$ cat config.mk
export PLATFORM = sky130hd
export DESIGN_NAME = alu_seq
export DESIGN_NICKNAME = d
export VERILOG_FILES = /design/src/rtl/alu_pkg.sv /design/src/rtl/alu_iter_core.sv /design/src/rtl/alu_seq.sv
export SDC_FILE = /design/constraint.sdc
export NUM_CORES = 1
export LEC_CHECK = 0
export CELL_PAD_IN_SITES_DETAIL_PLACEMENT = 0
export CELL_PAD_IN_SITES_GLOBAL_PLACEMENT = 1
export CORE_ASPECT_RATIO = 0.6
export CORE_MARGIN = 2
export CORE_UTILIZATION = 39
export DETAILED_ROUTE_END_ITERATION = 12
export HOLD_SLACK_MARGIN = 0.06
export PLACE_DENSITY = 0.82
export SYNTH_ARGS = -nofsm -noshare
export SYNTH_HDL_FRONTEND = slang
export SYNTH_SLANG_ARGS = --single-unit
$ cat constraint.sdc
create_clock -name clk -period 2.1 [get_ports clk]
set_input_delay 0.63 -clock clk [delete_from_list [all_inputs] [get_ports clk]]
set_output_delay 0.63 -clock clk [all_outputs]
set_load 0.01 [all_outputs]
$ cat src/rtl/alu_pkg.sv
// Shared types for the sequential ALU: opcode encoding and handshake FSM states.
package alu_pkg;

  typedef enum logic [1:0] {
    OP_ADD = 2'b00,
    OP_SUB = 2'b01,
    OP_MUL = 2'b10,
    OP_DIV = 2'b11
  } alu_op_t;

  typedef enum logic [1:0] {
    IDLE = 2'b00,
    CALC = 2'b01,
    DONE = 2'b10
  } alu_state_t;

endpackage

$ cat src/rtl/alu_iter_core.sv
// One-bit-per-cycle datapath: unsigned shift-add multiply and restoring divide.
// res_o carries the final {hi,lo} value during the cycle last_o is high.
module alu_iter_core
  import alu_pkg::*;
#(
  parameter int WIDTH = 5
) (
  input  logic               clk,
  input  logic               rst,
  input  logic               start_i,
  input  alu_op_t            op_i,
  input  logic [WIDTH-1:0]   a_i,
  input  logic [WIDTH-1:0]   b_i,
  output logic               last_o,
  output logic [2*WIDTH-1:0] res_o
);

  localparam int CW = (WIDTH > 2) ? $clog2(WIDTH) : 1;

  logic             busy_q;
  logic [CW-1:0]    cnt_q;
  logic             div_q;
  logic [WIDTH-1:0] hi_q, lo_q, m_q;
  logic [WIDTH-1:0] hi_d, lo_d;
  logic [WIDTH:0]   acc_w, trial_w;

  // Mul: hi accumulates, lo holds the shrinking multiplier.
  // Div: hi is the partial remainder, lo shifts dividend out and quotient in.
  always_comb begin
    hi_d    = hi_q;
    lo_d    = lo_q;
    acc_w   = {1'b0, hi_q} + (lo_q[0] ? {1'b0, m_q} : '0);
    trial_w = {hi_q, lo_q[WIDTH-1]} - {1'b0, m_q};
    if (div_q) begin
      if (!trial_w[WIDTH]) begin
        hi_d = trial_w[WIDTH-1:0];
        lo_d = {lo_q[WIDTH-2:0], 1'b1};
      end else begin
        hi_d = {hi_q[WIDTH-2:0], lo_q[WIDTH-1]};
        lo_d = {lo_q[WIDTH-2:0], 1'b0};
      end
    end else begin
      hi_d = acc_w[WIDTH:1];
      lo_d = {acc_w[0], lo_q[WIDTH-1:1]};
    end
  end

  assign last_o = busy_q && (cnt_q == '0);
  assign res_o  = {hi_d, lo_d};

  always_ff @(posedge clk or posedge rst) begin
    if (rst) begin
      busy_q <= 1'b0;
      cnt_q  <= '0;
      div_q  <= 1'b0;
      hi_q   <= '0;
      lo_q   <= '0;
      m_q    <= '0;
    end else if (start_i) begin
      busy_q <= 1'b1;
      cnt_q  <= CW'(WIDTH - 1);
      div_q  <= (op_i == OP_DIV);
      hi_q   <= '0;
      lo_q   <= (op_i == OP_DIV) ? a_i : b_i;
      m_q    <= (op_i == OP_DIV) ? b_i : a_i;
    end else if (busy_q) begin
      hi_q <= hi_d;
      lo_q <= lo_d;
      if (cnt_q == '0) busy_q <= 1'b0;
      else             cnt_q  <= cnt_q - 1'b1;
    end
  end

endmodule

$ cat src/rtl/alu_seq.sv
// Handshaked ALU: add/sub in one cycle, mul/div iterate one bit per cycle.
//   state | meaning
//   IDLE  | in_ready high, waiting for a command
//   CALC  | iterative mul/div in progress
//   DONE  | result and flags presented, out_valid high until accepted
module alu_seq
  import alu_pkg::*;
#(
  parameter int WIDTH = 5
) (
  input  logic             clk,
  input  logic             rst,
  input  logic             in_valid,
  output logic             in_ready,
  input  logic [WIDTH-1:0] num1,
  input  logic [WIDTH-1:0] num2,
  input  logic [1:0]       operation,
  output logic             out_valid,
  input  logic             out_ready,
  output logic [WIDTH-1:0] out,
  output logic [WIDTH-1:0] out_hi,
  output logic             carry,
  output logic             overflow,
  output logic             zero,
  output logic             div_zero
);

  alu_state_t       state_q;
  alu_op_t          op_w, op_q;
  logic             accept_w, core_start_w, core_last_w;
  logic [2*WIDTH-1:0] core_res_w;
  logic [WIDTH:0]   sum_w, diff_w;
  logic             out_valid_q, carry_q, overflow_q, zero_q, div_zero_q;
  logic [WIDTH-1:0] out_q, out_hi_q;

  assign op_w         = alu_op_t'(operation);
  assign in_ready     = (state_q == IDLE) && !rst;
  assign accept_w     = in_valid && in_ready;
  assign core_start_w = accept_w && ((op_w == OP_MUL) || (op_w == OP_DIV && num2 != '0));
  assign sum_w        = {1'b0, num1} + {1'b0, num2};
  assign diff_w       = {1'b0, num1} - {1'b0, num2};

  alu_iter_core #(.WIDTH(WIDTH)) u_core (
    .clk     (clk),
    .rst     (rst),
    .start_i (core_start_w),
    .op_i    (op_w),
    .a_i     (num1),
    .b_i     (num2),
    .last_o  (core_last_w),
    .res_o   (core_res_w)
  );

  always_ff @(posedge clk or posedge rst) begin
    if (rst) begin
      state_q     <= IDLE;
      op_q        <= OP_ADD;
      out_valid_q <= 1'b0;
      out_q       <= '0;
      out_hi_q    <= '0;
      carry_q     <= 1'b0;
      overflow_q  <= 1'b0;
      zero_q      <= 1'b0;
      div_zero_q  <= 1'b0;
    end else begin
      unique case (state_q)
        IDLE: if (accept_w) begin
          op_q <= op_w;
          unique case (op_w)
            OP_ADD, OP_SUB: begin
              out_q       <= (op_w == OP_ADD) ? sum_w[WIDTH-1:0] : diff_w[WIDTH-1:0];
              out_hi_q    <= '0;
              carry_q     <= (op_w == OP_ADD) ? sum_w[WIDTH] : diff_w[WIDTH];
              overflow_q  <= (op_w == OP_ADD)
                ? (num1[WIDTH-1] == num2[WIDTH-1]) && (sum_w[WIDTH-1] != num1[WIDTH-1])
                : (num1[WIDTH-1] != num2[WIDTH-1]) && (diff_w[WIDTH-1] != num1[WIDTH-1]);
              zero_q      <= (op_w == OP_ADD) ? (sum_w[WIDTH-1:0] == '0) : (diff_w[WIDTH-1:0] == '0);
              div_zero_q  <= 1'b0;
              out_valid_q <= 1'b1;
              state_q     <= DONE;
            end
            OP_DIV: if (num2 == '0) begin
              out_q       <= '1;
              out_hi_q    <= num1;
              carry_q     <= 1'b0;
              overflow_q  <= 1'b0;
              zero_q      <= 1'b0;
              div_zero_q  <= 1'b1;
              out_valid_q <= 1'b1;
              state_q     <= DONE;
            end else begin
              state_q <= CALC;
            end
            default: state_q <= CALC;
          endcase
        end
        CALC: if (core_last_w) begin
          out_q       <= core_res_w[WIDTH-1:0];
          out_hi_q    <= core_res_w[2*WIDTH-1:WIDTH];
          carry_q     <= 1'b0;
          overflow_q  <= 1'b0;
          zero_q      <= (op_q == OP_MUL) ? (core_res_w == '0) : (core_res_w[WIDTH-1:0] == '0);
          div_zero_q  <= 1'b0;
          out_valid_q <= 1'b1;
          state_q     <= DONE;
        end
        DONE: if (out_ready) begin
          out_valid_q <= 1'b0;
          state_q     <= IDLE;
        end
        default: state_q <= IDLE;
      endcase
    end
  end

  assign out_valid = out_valid_q;
  assign out       = out_q;
  assign out_hi    = out_hi_q;
  assign carry     = carry_q;
  assign overflow  = overflow_q;
  assign zero      = zero_q;
  assign div_zero  = div_zero_q;

endmodule

==> results.md, run 1 <==
- The post-layout minimum cycle time is 2359 ps.
- The die covers 8689 um^2.
- Across every metal layer, demand over resource in global routing totals a little under a quarter.
- The TritonCTS clock tree is yes.
- The nature of the critical path startpoint is a flip-flop.
- Across the VDD grid, the largest voltage drop is about 0.67 mV.
- The deepest level of the CTS H-tree is 2.
- In the detailed route, the total length drawn on met3 is 704 um.
- The wire length per cell is roughly 17 um.
- The number of inserted diodes is 0.
- The max-slew violation count is 0.
- By area the synthesized netlist is led by dfrtp_1, ha_1, o21ai_0, a21oi_1, nand2_1.
- The net count after synthesis is between 400 and 500.
- The starting DRC count in detailed routing is 268.
- The routed wire length is 10,160 um.
- The HPWL after detailed placement is 7340 um.
- The power share of the sequential group is about 18%.
- The cell taking the most area after synthesis is dfrtp_1.
- Setup violations remaining at the end of the flow were counted as 12.
- dfrtp_1 is the most common cell in the netlist.
- The placeable core region is 7789 um^2.
- The startpoint identified for the worst hold timing path is carry.
- The worst path required time is 2260 ps.
- Clock-pin slew was measured on the worst setup and hold paths at 60 ps.
- During synthesis, Yosys emitted a total of 0 warnings.
- The total overflow left after global routing is 0.
- The average size of a mapped cell is 8.599 um^2.
- Signal routing reaches up to met4.
- The final reports fail on negative setup slack.
- The starting density of the core is 39.74%.
- The length of routed wiring on met1 is 5155 um.
- In this run, the clock network consumes under 10% of the power.
- Among all stages on the critical path, the largest delay is contributed by dfrtp_1.
- The cell count after synthesis came out at 360.
- In this run the tightest slew margin relative to its limit is 65.46%.
- The growth of design area from synthesis to finish is 57.44%.
- The commonest cells after synthesis are dfrtp_1, nand2_1, o21ai_0.
- The site row count is 25.
- The worst slack at placement is -789.3 ps.
- The number of placed I/O pins is 32.
- By instance count, the cell type seen most on the critical path is buf_4.
- The number of distinct standard cells referenced by the synthesized netlist is 62.
- The count of flip-flops with a built-in enable after synthesis is 0.
- The portion of synthesized cell area occupied by the leading cell type is a little under a third.
- The most common flop cell mapped by yosys is dfrtp_1.
- The final layout contains 522 nets.
- Setup repair after global routing could not meet its margin everywhere.
- The final critical path takes up 112.3% of the cycle.
- The wire length of the first global-routing pass is 16,050 um.
- At the pin with the least slew margin, the transition time is between 500 and 600 ps.
- The first detailed-routing pass took 4 iterations.
- The standby leakage power is about 2.2 nW.
- The maximum operating frequency is 0.4239 GHz.
- Net switching is 42.47% of the power.
- In the synthesized netlist the async set-or-reset flop fraction comes to 100.0%.
- Once routing completed, OpenROAD measured the worst setup slack at -259.0 ps.
- The via count of the first global-routing pass is 3,096.
- The number of sinks on the clock net is 39.
- For this run, design rule violations remaining after detail routing come to 0.
- The number of buffers and inverters on the critical path is 4.
- The number of nets still failing antenna checks after routing is 0.
- The per-cell via count in the routed design is 5.253.
- For this run, the slowest stage of the critical path takes 440 ps.
- The worst register-to-register path begins at u_core.m_q[1].
- The maximum fanout along the worst path is 3.
- The post-route cell area is around 4900 um^2.
- The worst hold path belongs to the class flip-flop to flip-flop.
- The critical path class is flip-flop to flip-flop.
- The met2 routed wirelength is 4211 um.
- The share of the yosys chip area belonging to registers is 31.53%.
- The clock passes through at most 2 buffers.
- The die width is 119.0 um.
- The total cell area at the placement stage is between 4000 and 5000 um^2.
- In this run, post-CTS hold repair placed 0 buffers.
- Clock tree synthesis selected as its root buffer the cell clkbuf_16.
- The count of endpoints failing hold in the final timing report is 0.
- The synthesized design contains 39 register bits.
- The number of port buffers is 31.
- The maximum clock skew at final layout is 7.688 ps.
- Entering global routing, the biggest net connects 40 pins.
- Tracing the worst setup path back leads to its startpoint at u_core.m_q[1].
- The arrival time of data at the critical path endpoint is 2520 ps.
- The switching power is 3.440 mW.
- TritonCTS created 5 clock buffers.
- After synthesis the cells add up to 3095 um^2.
- The power per cell area is 1662 nW/um^2.
- The die is 73.01 um tall.
- The clock latency on the worst-skew pair is 290 ps.
- The placer congestion estimate is between 0.8 and 0.9.
- Traced cell by cell, the critical path runs through inv_2 > buf_4 > fa_2 > buf_4 > buf_4 > xnor2_1 > and4b_1 > a211o_2 > o211ai_1 > a22oi_1.
- The cell internal power dissipation is around 4.7 mW.
- The run finished, with violations left.
- The fraction of final layout cells with drive strength greater than 1 is 43.24%.
- The initial antenna violation count is 0.
- The total via count after detailed routing is 3,094.
- The kind of cell adding the most delay to the critical path is compound AO/OA/AOI/OAI gates.
- The combinational group share of total power is 73.0%.
- The worst setup path is captured at a flip-flop.
- Across the run, the number of max-cap violations was 0.
==> per-layer routing <==
metal,GRT usage [%],vias to the layer above
met4,4.894,0
met2,34.42,91
met3,6.563,11
li1,-,1518
met5,0,-
met1,35.55,1474
==> cells in the final DEF (no fill, tap or decap), types with 10 or more instances in the layout <==
cell / count
ha_4: 12
inv_1: 16
nand2_1: 33
clkdlybuf4s50_1: 20
nor2_1: 24
xnor2_1: 10
a21oi_1: 18
buf_6: 10
dfrtp_1: 37
buf_4: 87
o21ai_0: 23
inv_2: 11
==> stage by stage <==
step	hold WS, ps	TNS (ps)	total power [mW]	utilization (%)	cells
2_1_floorplan	463.9	-319.8	4.045	-	360
6_report	491.9	-1717	8.101	62.57	589
3_5_place_dp	473.8	-14660	5.812	53.70	564
3_3_place_gp	461.6	-15460	5.719	53.70	564
4_1_cts	492.3	-1354	7.324	59.79	581
5_1_grt	531.7	-2703	8.620	62.57	589
==> power by group through the flow <==
stage / logic, mW / registers [mW] / clock network, mW
finish: 5.91 / 1.44 / 0.748
global placement: 4.34 / 1.38 / 0
global route: 6.35 / 1.48 / 0.792
floorplan: 2.65 / 1.39 / 0
CTS: 5.16 / 1.41 / 0.761
detailed placement: 4.41 / 1.40 / 0
==> final timing paths <==
kind | depth (start not counted) | slack [ps] | endpoint
worst max register to register | 10 | -260 | zero
worst min-delay path | 2 | 490 | carry
max in group asynchronous | 3 | 850 | u_core.m_q[0]
worst min register to register | 2 | 490 | carry
worst max-delay path | 10 | -260 | zero
min in group asynchronous | 3 | 850 | state_q[1]
==> worst register-to-register path, stage by stage, from the launching register on <==
cell and delay (ps):
dfrtp_1 440, inv_2 90, buf_4 150, fa_2 390
buf_4 140, buf_4 120, xnor2_1 160, and4b_1 220
a211o_2 340, o211ai_1 110, a22oi_1 90
==> state kept, by name, indices dropped and copies added, names as in the netlist <==
name           count
carry              1
div_zero           1
op_q               2
out                5
out_hi             5
out_valid          1
overflow           1
state_q            2
u_core.busy_q      1
u_core.cnt_q       3
u_core.div_q       1
u_core.hi_q        5
u_core.lo_q        5
u_core.m_q         5
zero               1
==> what timing repair did <==
action	CTS	global route
cloned	0	0
gates resized for setup	84	46
endpoints found under the setup margin	25	20
setup buffers	11	9
pin swaps	45	34
==> layout make-up <==
class                           count  area, um^2
Timing Repair Buffer              129        1101
Clock inverter                      2       12.51
Multi-Input combinational cell    276        2404
Tap cell                          108       135.1
Sequential cell                    39       978.4
Fill cell                         645        2915
Inverter                           29       113.9
Clock buffer                        6       128.9
==> kinds of logic after synthesis <==
family / Yosys count / synth area share (%)
simple gates: 116 / 18.59
compound gates: 101 / 22.23
buf+inv: 45 / 5.659
flops: 39 / 31.53
fa+ha+maj: 26 / 11.48
mux: 19 / 6.548
xor+xnor: 14 / 3.961
Power figures use the tool's default switching activity.
==> run 2, diff against run 1 <==
--- a/config.mk
+++ b/config.mk
@@ -5,14 +5,16 @@
 export SDC_FILE = /design/constraint.sdc
 export NUM_CORES = 1
 export LEC_CHECK = 0
+export ABC_CLOCK_PERIOD_IN_PS = 2100
 export CELL_PAD_IN_SITES_DETAIL_PLACEMENT = 0
 export CELL_PAD_IN_SITES_GLOBAL_PLACEMENT = 1
 export CORE_ASPECT_RATIO = 0.6
 export CORE_MARGIN = 2
-export CORE_UTILIZATION = 39
+export CORE_UTILIZATION = 35
+export CTS_CLUSTER_SIZE = 20
 export DETAILED_ROUTE_END_ITERATION = 12
 export HOLD_SLACK_MARGIN = 0.06
-export PLACE_DENSITY = 0.82
+export PLACE_DENSITY = 0.76
 export SYNTH_ARGS = -nofsm -noshare
 export SYNTH_HDL_FRONTEND = slang
 export SYNTH_SLANG_ARGS = --single-unit
==> run 2 against run 1 <==
- the flow still finishes with violations (negative setup slack)
- utilization down 6.5 points
- global-route usage down 2.8 points
- combinational power down 4.4%
- count of clock-buffer cells in the layout down 1
- die area up 11%
- worst setup slack better by 33 ps
- cell count down 0.17%
- critical path depth unchanged
- critical path type unchanged
- critical endpoint is now out_hi[4]
- flip-flop and latch count unchanged
- worst hold slack worse by 20 ps
- clock skew up 1.9 ps
- sequential power about the same
==> results.md, run 2 (synthesized netlist as in run 1, its figures left out) <==
- The H-tree was split into 2 levels.
- The final count of negative-setup-slack endpoints is 11.
- The die area is 9637 um^2.
- CTS saw 39 sinks.
- The die width is 125.4 um.
- After detailed placement, the total cell area comes to 4238 um^2.
- The tightest hold path in the finished design has a slack of roughly 470 ps.
- The per-cell via count in the routed design is roughly 5.2.
- The share of the clock period used by the worst path is 110.8%.
- After detailed placement, the design holds a cell count of 573.
- Once layout is complete, the utilization of the core stands at 56.05%.
- The growth of design area from synthesis to finish is 54.93%.
- 32 I/O pins were placed.
- The number of inserted diodes is 0.
- The first global-routing pass estimated 15,900 um of wire.
- The initial antenna violation count is 0.
- The later pin in the worst-skew pair is clocked with a latency of 290 ps.
- Setup repair after global routing could not meet its margin everywhere.
- The number of fill cells in the layout is between 700 and 800.
- The post-layout minimum cycle time is 2326 ps.
- For this block, the initial DRC count from the detailed router was 283.
- The max-slew violation count is 0.
- The nature of the critical path startpoint is a flip-flop.
- At the placement stage, the worst setup path has a slack of -812.3 ps.
- The power per cell area is roughly 1600 nW/um^2.
- For the pin with the worst max-slew slack, the measured transition is 516.1 ps.
- The clock tree buffer depth is 2.
- The starting density of the core is 36.18%.
- The placeable core region is 8556 um^2.
- The cell chosen for the clock root is clkbuf_16.
- The top cell types in the final layout, fill and taps aside, are buf_4, dfrtp_1, nand2_1.
- Buffers inserted during clock tree synthesis total 5.
- STA classifies the critical path endpoint as a flip-flop.
- The DRC violation count after routing is 0.
- The worst IR drop on VDD is 0.6926 mV.
- Timing would allow up to 0.4299 GHz.
- Entering global routing, the biggest net connects 40 pins.
- The max-cap check violation count is 0.
- The remaining max-slew budget at the tightest pin is 65.59%.
- Input and output buffers added on the ports amount to 31.
- The critical path goes through inv_2 > ha_2 > inv_1 > fa_2 > a21o_2 > a21oi_2 > xnor2_2 > a211oi_4 > or3b_4 > a31oi_1.
- The placer congestion estimate is ~0.93.
- The final route contains 3,077 vias.
- The count of endpoints failing hold in the final timing report was 0.
- The worst setup path is of the flip-flop to flip-flop kind.
- Once routing completed, OpenROAD measured the worst setup slack at -226.1 ps.
- The post-route cell area is 4796 um^2.
- The detailed-routing iteration count for the pre-antenna-repair pass is 5.
- The die extent in y is a little under 80 um.
- The checks that failed: negative setup slack.
- The TritonCTS clock tree is yes.
- Summed over all nets, the half-perimeter wirelength after detailed placement is 7584 um.
- STA puts the critical path data required time at 2310 ps.
- The flip-flop and latch area is 978.4 um^2.
- The detail route stage leaves a number of antenna-violating nets equal to 0.
- The post-layout total power is 7.816 mW.
- The routed wire length is 10,020 um.
- The kind of path behind the tightest hold check is flip-flop to flip-flop.
- Leaving out fill and tap cells, the most frequent cell in the layout is buf_4.
- On the worst path, the slowest cell contributes a delay of 410 ps.
- The fraction of final layout cells with drive strength greater than 1 is around 42%.
- The net count reported at finish is about 520.
- The maximum clock skew at final layout is 9.577 ps.
- The clock edge transition at the registers on the reported setup and hold paths is 70 ps.
- The filler-free cell count of the finished design is 588.
- For this run the aggregate overflow at the end of global routing stands at 0.
- The run finished, with violations left.
- After floorplanning, the core was divided into 26 placement rows.
- The via count of the first global-routing pass is between 2,000 and 3,000.
- The wire length per cell is 17.04 um.
- On the critical path, the stage with the largest delay is an instance of dfrtp_1.
- In this run the worst path has a maximum fanout of 2.
- The area of the multi-input gates is approximately 2400 um^2.
- Across every metal layer, demand over resource in global routing totals about a fifth.
- Adding up every negative setup slack in the final design gives -1543 ps.
- The standby leakage power is between 2 and 2.5 nW.
- The arrival time of data at the critical path endpoint is approximately 2500 ps.
[run 2: worst max-delay path: cells and delay by family (launching register included)]
kind	cells	cell delay, ps
buffers and inverters	2	130
AO/OA/AOI/OAI	4	630
adder cells (fa/ha/maj)	2	540
flip-flops	1	410
AND/OR/NAND/NOR	1	390
XOR/XNOR	1	150
[run 2: final timing paths]
| path | start | end | slack [ps] | cells past startpoint |
|---|---|---|---|---|
| max | u_core.lo_q[4] | out_hi[4] | -230 | 10 |
| max reg2reg | u_core.lo_q[4] | out_hi[4] | -230 | 10 |
| min reg2reg | div_zero | div_zero | 470 | 2 |
| min in group asynchronous | rst | state_q[1] | 870 | 3 |
| min | div_zero | div_zero | 470 | 2 |
| max in group asynchronous | rst | u_core.m_q[0] | 840 | 3 |
[run 2: layout make-up]
| type | count | share of cell area, % |
|---|---|---|
| Multi-Input combinational cell | 276 | 49.49 |
| Timing Repair Buffer | 124 | 21.73 |
| Sequential cell | 39 | 20.40 |
| Tap cell | 112 | 2.922 |
| Clock buffer | 5 | 2.609 |
| Inverter | 29 | 2.426 |
| Clock inverter | 3 | 0.4174 |
[run 2: routing by layer]
layer	share of wire [%]	GRT usage, %	up-vias
met5	0	0	-
met2	39	28.04	101
met1	52	33.06	1459
li1	-	-	1507
met3	8.8	6.490	10
met4	0.75	3.444	0
[run 2: repair_timing]
item	4_1_cts	5_1_grt
setup endpoints to repair	24	19
pin swaps	35	28
hold endpoints to repair	0	0
buffers inserted	6	3
cloned	0	0
hold buffers	0	0
resized for setup	80	39
[run 2: where the power goes]
| group | total [mW] | switching [mW] | leakage (nW) | internal, mW |
|---|---|---|---|---|
| registers | 1.42 | 0.303 | 0.470 | 1.11 |
| clock network | 0.754 | 0.316 | 0.0658 | 0.437 |
| logic | 5.65 | 2.70 | 1.59 | 2.95 |
